<file path="src/rtl/qmerge.sv">
// Merges two eot-framed queue streams into one ctrl-tagged stream, locking per transaction.
// Optional build macro QMERGE_RR_EN: round-robin IDLE tie-break (otherwise din0 always wins ties).
module qmerge #(
    parameter int W_DATA = 16,
    parameter int LVL    = 1
) (
    input  logic                  clk,
    input  logic                  rst,
    input  logic [LVL+W_DATA-1:0] din0_data,
    input  logic                  din0_valid,
    output logic                  din0_ready,
    input  logic [LVL+W_DATA-1:0] din1_data,
    input  logic                  din1_valid,
    output logic                  din1_ready,
    output logic [LVL+W_DATA:0]   dout_data,
    output logic                  dout_valid,
    input  logic                  dout_ready
);

    localparam logic [1:0] IDLE  = 2'd0;
    localparam logic [1:0] LOCK0 = 2'd1;
    localparam logic [1:0] LOCK1 = 2'd2;

    logic [1:0]            state;
    logic                  tie_pick1;
    logic                  grant0;
    logic                  grant1;
    logic                  space;
    logic                  load;
    logic                  txn_end;
    logic [LVL+W_DATA-1:0] sel_data;

`ifdef QMERGE_RR_EN
    logic rr;

    // rr points at the input that should win the next IDLE tie
    always_ff @(posedge clk) begin
        if (rst)
            rr <= 1'b0;
        else if (load && txn_end)
            rr <= grant0;
    end

    assign tie_pick1 = rr;
`else
    assign tie_pick1 = 1'b0;
`endif

    always_comb begin
        grant0 = 1'b0;
        grant1 = 1'b0;
        case (state)
            LOCK0: grant0 = 1'b1;
            LOCK1: grant1 = 1'b1;
            default: begin
                if (din0_valid && din1_valid) begin
                    grant1 = tie_pick1;
                    grant0 = !tie_pick1;
                end else begin
                    grant0 = din0_valid;
                    grant1 = din1_valid && !din0_valid;
                end
            end
        endcase
    end

    assign space      = !dout_valid || dout_ready;
    assign din0_ready = grant0 && space;
    assign din1_ready = grant1 && space;
    assign load       = (din0_valid && din0_ready) || (din1_valid && din1_ready);
    assign sel_data   = grant1 ? din1_data : din0_data;
    assign txn_end    = sel_data[LVL+W_DATA-1];

    // The lock is taken on any non-final item and released only by the outermost eot
    always_ff @(posedge clk) begin
        if (rst)
            state <= IDLE;
        else if (load)
            state <= txn_end ? IDLE : (grant1 ? LOCK1 : LOCK0);
    end

    always_ff @(posedge clk) begin
        if (rst) begin
            dout_valid <= 1'b0;
            dout_data  <= '0;
        end else if (load) begin
            dout_valid <= 1'b1;
            dout_data  <= {sel_data[LVL+W_DATA-1:W_DATA], grant1, sel_data[W_DATA-1:0]};
        end else if (dout_valid && dout_ready) begin
            dout_valid <= 1'b0;
            dout_data  <= '0;
        end
    end

endmodule

</file>
<file path="config.mk">
export PLATFORM = sky130hd
export DESIGN_NAME = qmerge
export DESIGN_NICKNAME = d
export VERILOG_FILES = /design/src/rtl/qmerge.sv
export SDC_FILE = /design/constraint.sdc
export NUM_CORES = 1
export LEC_CHECK = 0
export ABC_AREA = 1
export CAP_MARGIN = 20
export CORE_MARGIN = 2
export CORE_UTILIZATION = 40
export CTS_CLUSTER_DIAMETER = 120
export DETAILED_ROUTE_END_ITERATION = 10
export HOLD_SLACK_MARGIN = 0.05
export PLACE_DENSITY = 0.85
export REMOVE_ABC_BUFFERS = 1
export SYNTH_ARGS = -nofsm -noshare
export SYNTH_HDL_FRONTEND = slang
export SYNTH_SLANG_ARGS = --single-unit
</file>
<file path="constraint.sdc">
create_clock -name clk -period 4.8 [get_ports clk]
set_input_delay 0.48 -clock clk [delete_from_list [all_inputs] [get_ports clk]]
set_output_delay 0.48 -clock clk [all_outputs]
set_load 0.02 [all_outputs]
</file>
* Yosys cells after proc, flatten, opt, wreduce, memory -nomap -nowiden
Index checks and enable logic that the tools add are counted.
Word-level totals: register bits after elaboration 21, input port bits 39, output and inout port bits 21, logic and storage cells 28
Cells by class: equal/unequal tests 2, mux-type cells 11, reduce and logical (&&, ||, !) cells 12
Operator list (count):
- $mux W18 | 2
- $mux W17 | 1
- $logic_and A1 B1 Y1 | 7
- $mux W1 | 4
- $mux W2 | 2
- $pmux W1 S2 | 2
- $eq A2 B1 Y1 const B | 1
- $eq A2 B2 Y1 const B | 1
- $logic_not A1 Y1 | 2
- $logic_or A1 B1 Y1 | 2
- $reduce_bool A2 Y1 | 1

* Logic depth before layout (Yosys ltp)
Gate-level depths: netlist of the first run.
depth in word-level cells 8, gate-level depth with buffers 11, mapped depth without buffers 10

* Worst setup path after synthesis of the first run
OpenSTA, ideal clock, no wires.
kind reg2out, start register state[0], end output din1_ready, arrival 1.406 ns, required time 4.320 ns, slack 2.914 ns, stages on the path, launching flop included 9, buffers on the path 1, cell sequence dfxtp_1 -> inv_1 -> ha_1 -> inv_1 -> nand2_1 -> nand2_2 -> inv_2 -> buf_4 -> nor2_1
On the way: word-level cells in the longest chain between the ends 3, elaborated cells between the ends (all ways) 4, classes of those cells 2 x eq/ne; 1 x mux; 1 x reduce/logical
Ends and longest elaborated chain:
- start: declaration | line 24 | logic [1:0] state;
- start signal: assignment | line 79 | state <= txn_end ? IDLE : (grant1 ? LOCK1 : LOCK0);
- $eq A2 B2 Y1 or $eq A2 B1 Y1 (tied branches) | line 52 | case (state)
- $pmux W1 S2 * | line 52
- $logic_and A1 B1 Y1 * | line 69 | assign din1_ready = grant1 && space;
- end: declaration | line 14 | output logic din1_ready,
Every way passes the cells marked *; elsewhere a longest branch is shown, timed or not.

* Worst setup path in the final report of the first run
Ends and elaborated chain as after synthesis.

==> results of run 1 <==
[final cells by class]
cell class,instances,area share [%]
Sequential cell,21,23.73
Timing Repair Buffer,59,33.33
Inverter,9,1.907
Tap cell,31,2.189
Multi-Input combinational cell,128,37.29
Clock buffer,3,1.271
Clock inverter,1,0.2825
[worst max-delay path: stages, from the launching register on]
cell             delay [ns]
dfxtp_1                0.38
inv_1                  0.05
ha_1                   0.32
inv_1                  0.09
nand2_1                0.06
nand2_2                0.31
inv_2                  0.24
nor2_1                 0.13
clkdlybuf4s50_1        0.61
[per-layer routing]
metal / global-route usage, % / vias to the layer above / routed length, um
li1: - / 662 / -
met1: 20.90 / 588 / 1367
met2: 33.71 / 48 / 1567
met3: 1.758 / 6 / 193
met4: 9.967 / 0 / 51
met5: 0 / - / 0
[state kept, by name, indices dropped and copies added, names as in the netlist]
register and cells:
dout_data 18, dout_valid 1, state 2
[how the worst max path moves through the flow]
stage | start | end | slack (ns) | depth (start not counted)
finish | state[0] | din1_ready | 1.81 | 8
global route | state[0] | din1_ready | 1.61 | 8
CTS | state[0] | din1_ready | 1.80 | 8
detailed placement | din0_valid | din1_ready | 1.92 | 7
global placement | din1_valid | din1_ready | 1.95 | 6
floorplan | state[0] | din1_ready | 2.78 | 7
[Yosys cell counts]
| cell | instances | area, um2 |
|---|---|---|
| nand2_2 | 11 | 68.82 |
| o21ai_0 | 3 | 15.01 |
| nand4_1 | 18 | 112.6 |
| nand3_2 | 2 | 20.02 |
| inv_1 | 8 | 30.03 |
| a21oi_1 | 9 | 45.04 |
| buf_4 | 2 | 15.01 |
| ha_1 | 2 | 25.02 |
| clkbuf_1 | 1 | 3.750 |
| buf_2 | 3 | 15.01 |
| nand2_1 | 66 | 247.7 |
| buf_6 | 3 | 33.78 |
| inv_2 | 1 | 3.750 |
| dfxtp_1 | 21 | 420.4 |
| o21a_1 | 1 | 7.510 |
| nand3_1 | 1 | 5.000 |
| nor2_1 | 4 | 15.01 |
| buf_1 | 1 | 3.750 |
| nand2_4 | 1 | 11.26 |
| a21oi_2 | 10 | 87.58 |
[per-stage QoR]
stage / power [W] / hold WS, ns / worst slack [ns] / cells
floorplan: 0.0003844 / 0.4827 / 2.785 / 158
CTS: 0.0005890 / 0.5020 / 1.801 / 252
global placement: 0.0004977 / 0.4743 / 1.954 / 248
detailed placement: 0.0005038 / 0.4840 / 1.921 / 248
global route: 0.0006238 / 0.5193 / 1.607 / 252
finish: 0.0005881 / 0.4951 / 1.809 / 252
[cell usage in the layout, fill, tap and decap left out]
cell / Yosys / routed
clkbuf_4: 0 / 3
inv_2: 1 / 1
o21ai_0: 3 / 3
nand4_1: 18 / 18
nand3_1: 1 / 1
inv_1: 8 / 8
ha_1: 2 / 2
dfxtp_1: 21 / 21
nand2_1: 66 / 66
nand3_2: 2 / 2
clkinv_2: 0 / 1
clkdlybuf4s50_1: 0 / 59
a21oi_2: 10 / 10
a21oi_1: 9 / 9
nand2_4: 1 / 1
nor2_1: 4 / 4
o21a_1: 1 / 1
nand2_2: 11 / 11
[report_power, final]
group | internal, W | total (W) | switching (W)
logic | 0.000121 | 0.000284 | 0.000163
registers | 0.000201 | 0.000217 | 0.0000155
clock network | 0.0000311 | 0.0000874 | 0.0000563
[kinds of logic (layout without fill, tap and decap cells)]
group | Yosys count | after routing | synth area share, %
buf+inv | 19 | 72 | 8.859
simple gates | 103 | 103 | 40.51
fa+ha+maj | 2 | 2 | 2.109
compound gates | 23 | 23 | 13.08
flops | 21 | 21 | 35.44
==> reports/metrics.cfg, run 1 <==
[floorplan]
coreArea_um2 = 2781
dieHeight_um = 58.46
io-pin-count = 60
rows = 19
start_util_pct = 42.65
die-area_um2 = 3417
die_w_um = 58.46

[sta]
setup_viol = 0
hold_viol = 0
tns_ns = 0
maxSlewViolCount = 0
worst_pin_slew_ns = 0.9614
fin_crit_sh_pct = 62.31
slew_headroom_pct = 35.70
max_freq_ghz = 0.3343
rsz0062_at_grt = false
period_minus_slack_ns = 2.991
fin_skew_ns = 0.002454

[route]
vias = 1304
wl_mm = 3.179
drt_iter0_drc = 37
viasPerCell = 5.175
wl_per_cell_um = 12.62
drtAntennaViolNets = 0
drt_first_pass_iters = 4
drc = 0

[clocking]
cts_num_sinks = 21
ctsHoldBuffers = 0
path_clk_slew_ns = 0.12
htreeDepth = 1
clk_path_buf_depth = 2
root_buffer = clkbuf_4
clock_latency_ns = 0.31
cts_buffers = 3
cts_resized = 0
tritoncts = built
post_cts_buffers = 0

[final_layout]
nFillCells = 243
design_area_um2 = 1772
seq_area_um2 = 420.4
diodes = 0
multi_input_area_um2 = 660.6
final_nets = 263
drive_gt1_share_pct = 13.12
syn2layout_area_growth_pct = 49.37
final_util_pct = 63.70

[worst_setup_path]
end_kind = output pin
r2r_slack_ns = 2.36
crit_fanout = 21
reg2regPathDepth = 10
critPathArrivalTime_ns = 2.51
r2r_end = state[0]
critical_path_class = reg2out
r2r-start = state[0]
cp.required_ns = 4.32
crit_path_start_kind = flop

[hold_path]
min-delay-start = dout_data[17]
hold_path_class = reg2reg
whs_path_depth = 2
whs_endpoint = dout_data[17]

[place]
post-dp-hpwl_mm = 2.224
place_congestion = 0.7907
port_buffers = 59
postPlaceCellArea_um2 = 1744

[power]
cellPowerDensity_nw_per_um2 = 332.0
ir_worst_vdd_uv = 187.5
leakagePower_nw = 0.7332

[outcome]
status = completed

[synth]
synth-seq-cells = 21
ys_types = 20
syn-mean-instance-area_um2 = 7.060
synth-seq-area-share_pct = 35.44
yosysWarningCount = 0
syn_inst = 168
synth_area_um2 = 1186

[global_route]
antenna_found_initial = 0
grt-ovfl-total = 0
grt_pass1_wl_mm = 4.919
grt_max_degree = 24
grt_pass1_vias = 1156
grt_usage_pct = 18.45

[job]
maxCapViolations = 0

Power figures use the tool's default switching activity.
==> run 2: changes to the inputs <==
--- a/config.mk
+++ b/config.mk
@@ -8,11 +8,11 @@
 export ABC_AREA = 1
 export CAP_MARGIN = 20
 export CORE_MARGIN = 2
-export CORE_UTILIZATION = 40
+export CORE_UTILIZATION = 36
 export CTS_CLUSTER_DIAMETER = 120
 export DETAILED_ROUTE_END_ITERATION = 10
 export HOLD_SLACK_MARGIN = 0.05
-export PLACE_DENSITY = 0.85
+export PLACE_DENSITY = 0.81
 export REMOVE_ABC_BUFFERS = 1
 export SYNTH_ARGS = -nofsm -noshare
 export SYNTH_HDL_FRONTEND = slang
==> constraint.sdc (replaced) <==
create_clock -name clk -period 2.55 [get_ports clk]
set_input_delay 0.255 -clock clk [delete_from_list [all_inputs] [get_ports clk]]
set_output_delay 0.255 -clock clk [all_outputs]
set_load 0.02 [all_outputs]
==> run 2 against run 1 <==
Design area increased by 3.0%. Combinational power is 94% higher. Via count is 2.1% lower. Sequential share of layout area is 0.68 points lower. Clock skew is 0.0012 ns higher. Clock power increased by 92%. Final cell count is 7.1% higher. Power rose by 91%. Largest power group unchanged.
==> reports/metrics.cfg, run 2 (same netlist as run 1, synthesis figures left out) <==
[clocking]
cts_buffers = 3
cts_resized = 0
post_cts_buffers = 0
tritoncts = built
ctsHoldBuffers = 0
htreeDepth = 1
cts_num_sinks = 21
clock_latency_ns = 0.31
path_clk_slew_ns = 0.12
root_buffer = clkbuf_4
clk_path_buf_depth = 2

[sta]
fin_skew_ns = 0.003649
fin_crit_sh_pct = 94.69
tns_ns = 0
period_minus_slack_ns = 2.415
maxSlewViolCount = 0
setup_ws_ns = 0.1353
max_freq_ghz = 0.4141
hold_viol = 0
worst_pin_slew_ns = 0.6488
setup_viol = 0
rsz0062_at_grt = false
slew_headroom_pct = 56.61

[power]
switchingPower_w = 0.0004441
ir_worst_vdd_uv = 248.9
combPwrFrac_pct = 49.0
p_seq_share_pct = 36.1
p_total_w = 0.001126
leakagePower_nw = 0.7535
cellPowerDensity_nw_per_um2 = 617.2
power.share.clock_pct = 14.9
p_int_w = 0.0006817
switching_share_pct = 39.45

[final_layout]
final_cell_mix = nand2_1 (66), clkdlybuf4s50_1 (59), dfxtp_1 (21)
nFillCells = 316
final_nets = 268
final_util_pct = 58.79
mostFrequentLayoutCell = nand2_1
top_register = dout_data
largest_reg_flops = 18
drive_gt1_share_pct = 14.60
diodes = 0
final_cells = 270
syn2layout_area_growth_pct = 53.80
reg_top3 = dout_data: 18 flops, state: 2 flops, dout_valid: 1 flops

[route]
drt_first_pass_iters = 4
drtAntennaViolNets = 0
vias = 1277
drt_iter0_drc = 31
viasPerCell = 4.730
drc = 0
wl_mm = 3.054
wl_per_cell_um = 11.31

[floorplan]
io-pin-count = 60
coreArea_um2 = 3103
start_util_pct = 38.23
die_w_um = 61.40
die-area_um2 = 3770
rows = 20
dieHeight_um = 61.40

[hold_path]
hold_path_class = reg2reg

[global_route]
grt-ovfl-total = 0
grt_pass1_vias = 1091
grt_pass1_wl_mm = 4.809
grt_max_degree = 24
antenna_found_initial = 0
grt_usage_pct = 17.06

[place]
dpl.cell_count = 266
place_congestion = 0.6992
port_buffers = 59
place_ws_ns = 0.4568
post-dp-hpwl_mm = 2.232

[outcome]
status = completed

[worst_setup_path]
critPathArrivalTime_ns = 2.16
crit_fanout = 11
end_kind = output pin
cp.required_ns = 2.30
critical_path_class = reg2out
crit_path_start_kind = flop

[job]
maxCapViolations = 0

-- run 2: per-stage QoR --
stage,hold slack (ns),area [um2]
final,0.4921,1824
after floorplan,0.3174,1115
after global placement,0.4727,1798
after global routing,0.5052,1824
after detailed placement,0.4766,1798
after CTS,0.4935,1824
-- run 2: power by group through the flow --
stage	Clock, W	Combinational, W	Sequential, W
after floorplan	0	0.000259	0.000464
after global placement	0	0.000547	0.000411
after detailed placement	0	0.000556	0.000414
after CTS	0.000168	0.000558	0.000406
after global routing	0.000185	0.000608	0.000414
final	0.000168	0.000551	0.000406
-- run 2: final timing paths --
| path | start | to | slack (ns) | cells after the start |
|---|---|---|---|---|
| max | state[0] | din1_ready | 0.14 | 8 |
| min | dout_data[13] | dout_data[13] | 0.49 | 2 |
| max reg2reg | state[0] | state[0] | 0.47 | 10 |
| min reg2reg | dout_data[13] | dout_data[13] | 0.49 | 2 |
-- run 2: layout make-up --
| cell class | instances | area [um2] | area share [%] |
|---|---|---|---|
| clock buffer | 4 | 26.28 | 1.440 |
| timing repair buffer | 64 | 628.1 | 34.43 |
| inverter | 9 | 33.78 | 1.852 |
| sequential | 21 | 420.4 | 23.05 |
| tap | 44 | 55.05 | 3.018 |
| multi-input combinational | 128 | 660.6 | 36.21 |
-- run 2: layer usage --
metal  part of all wire, %  global-route usage, %  up-vias
met5                     0                      0        -
li1                      -                      -      670
met3                   7.2                  3.151        4
met1                    43                  20.59      555
met4                   1.2                  6.383        0
met2                    49                  30.09       48
-- run 2: worst max-delay path: stages (launching register included) --
cell and delay, ns:
dfxtp_1 0.38, inv_1 0.05, ha_1 0.32, inv_1 0.08, nand2_1 0.06, nand2_2 0.21, inv_2 0.06, nor2_1 0.09
clkdlybuf4s50_1 0.60
==> run 3: changes to the inputs <==
--- a/config.mk
+++ b/config.mk
@@ -14,6 +14,7 @@
 export HOLD_SLACK_MARGIN = 0.05
 export PLACE_DENSITY = 0.81
 export REMOVE_ABC_BUFFERS = 1
+export SLEW_MARGIN = 20
 export SYNTH_ARGS = -nofsm -noshare
 export SYNTH_HDL_FRONTEND = slang
 export SYNTH_SLANG_ARGS = --single-unit
==> results of run 3 <==
Final layout, timing and power as in run 2 (identical DEF).
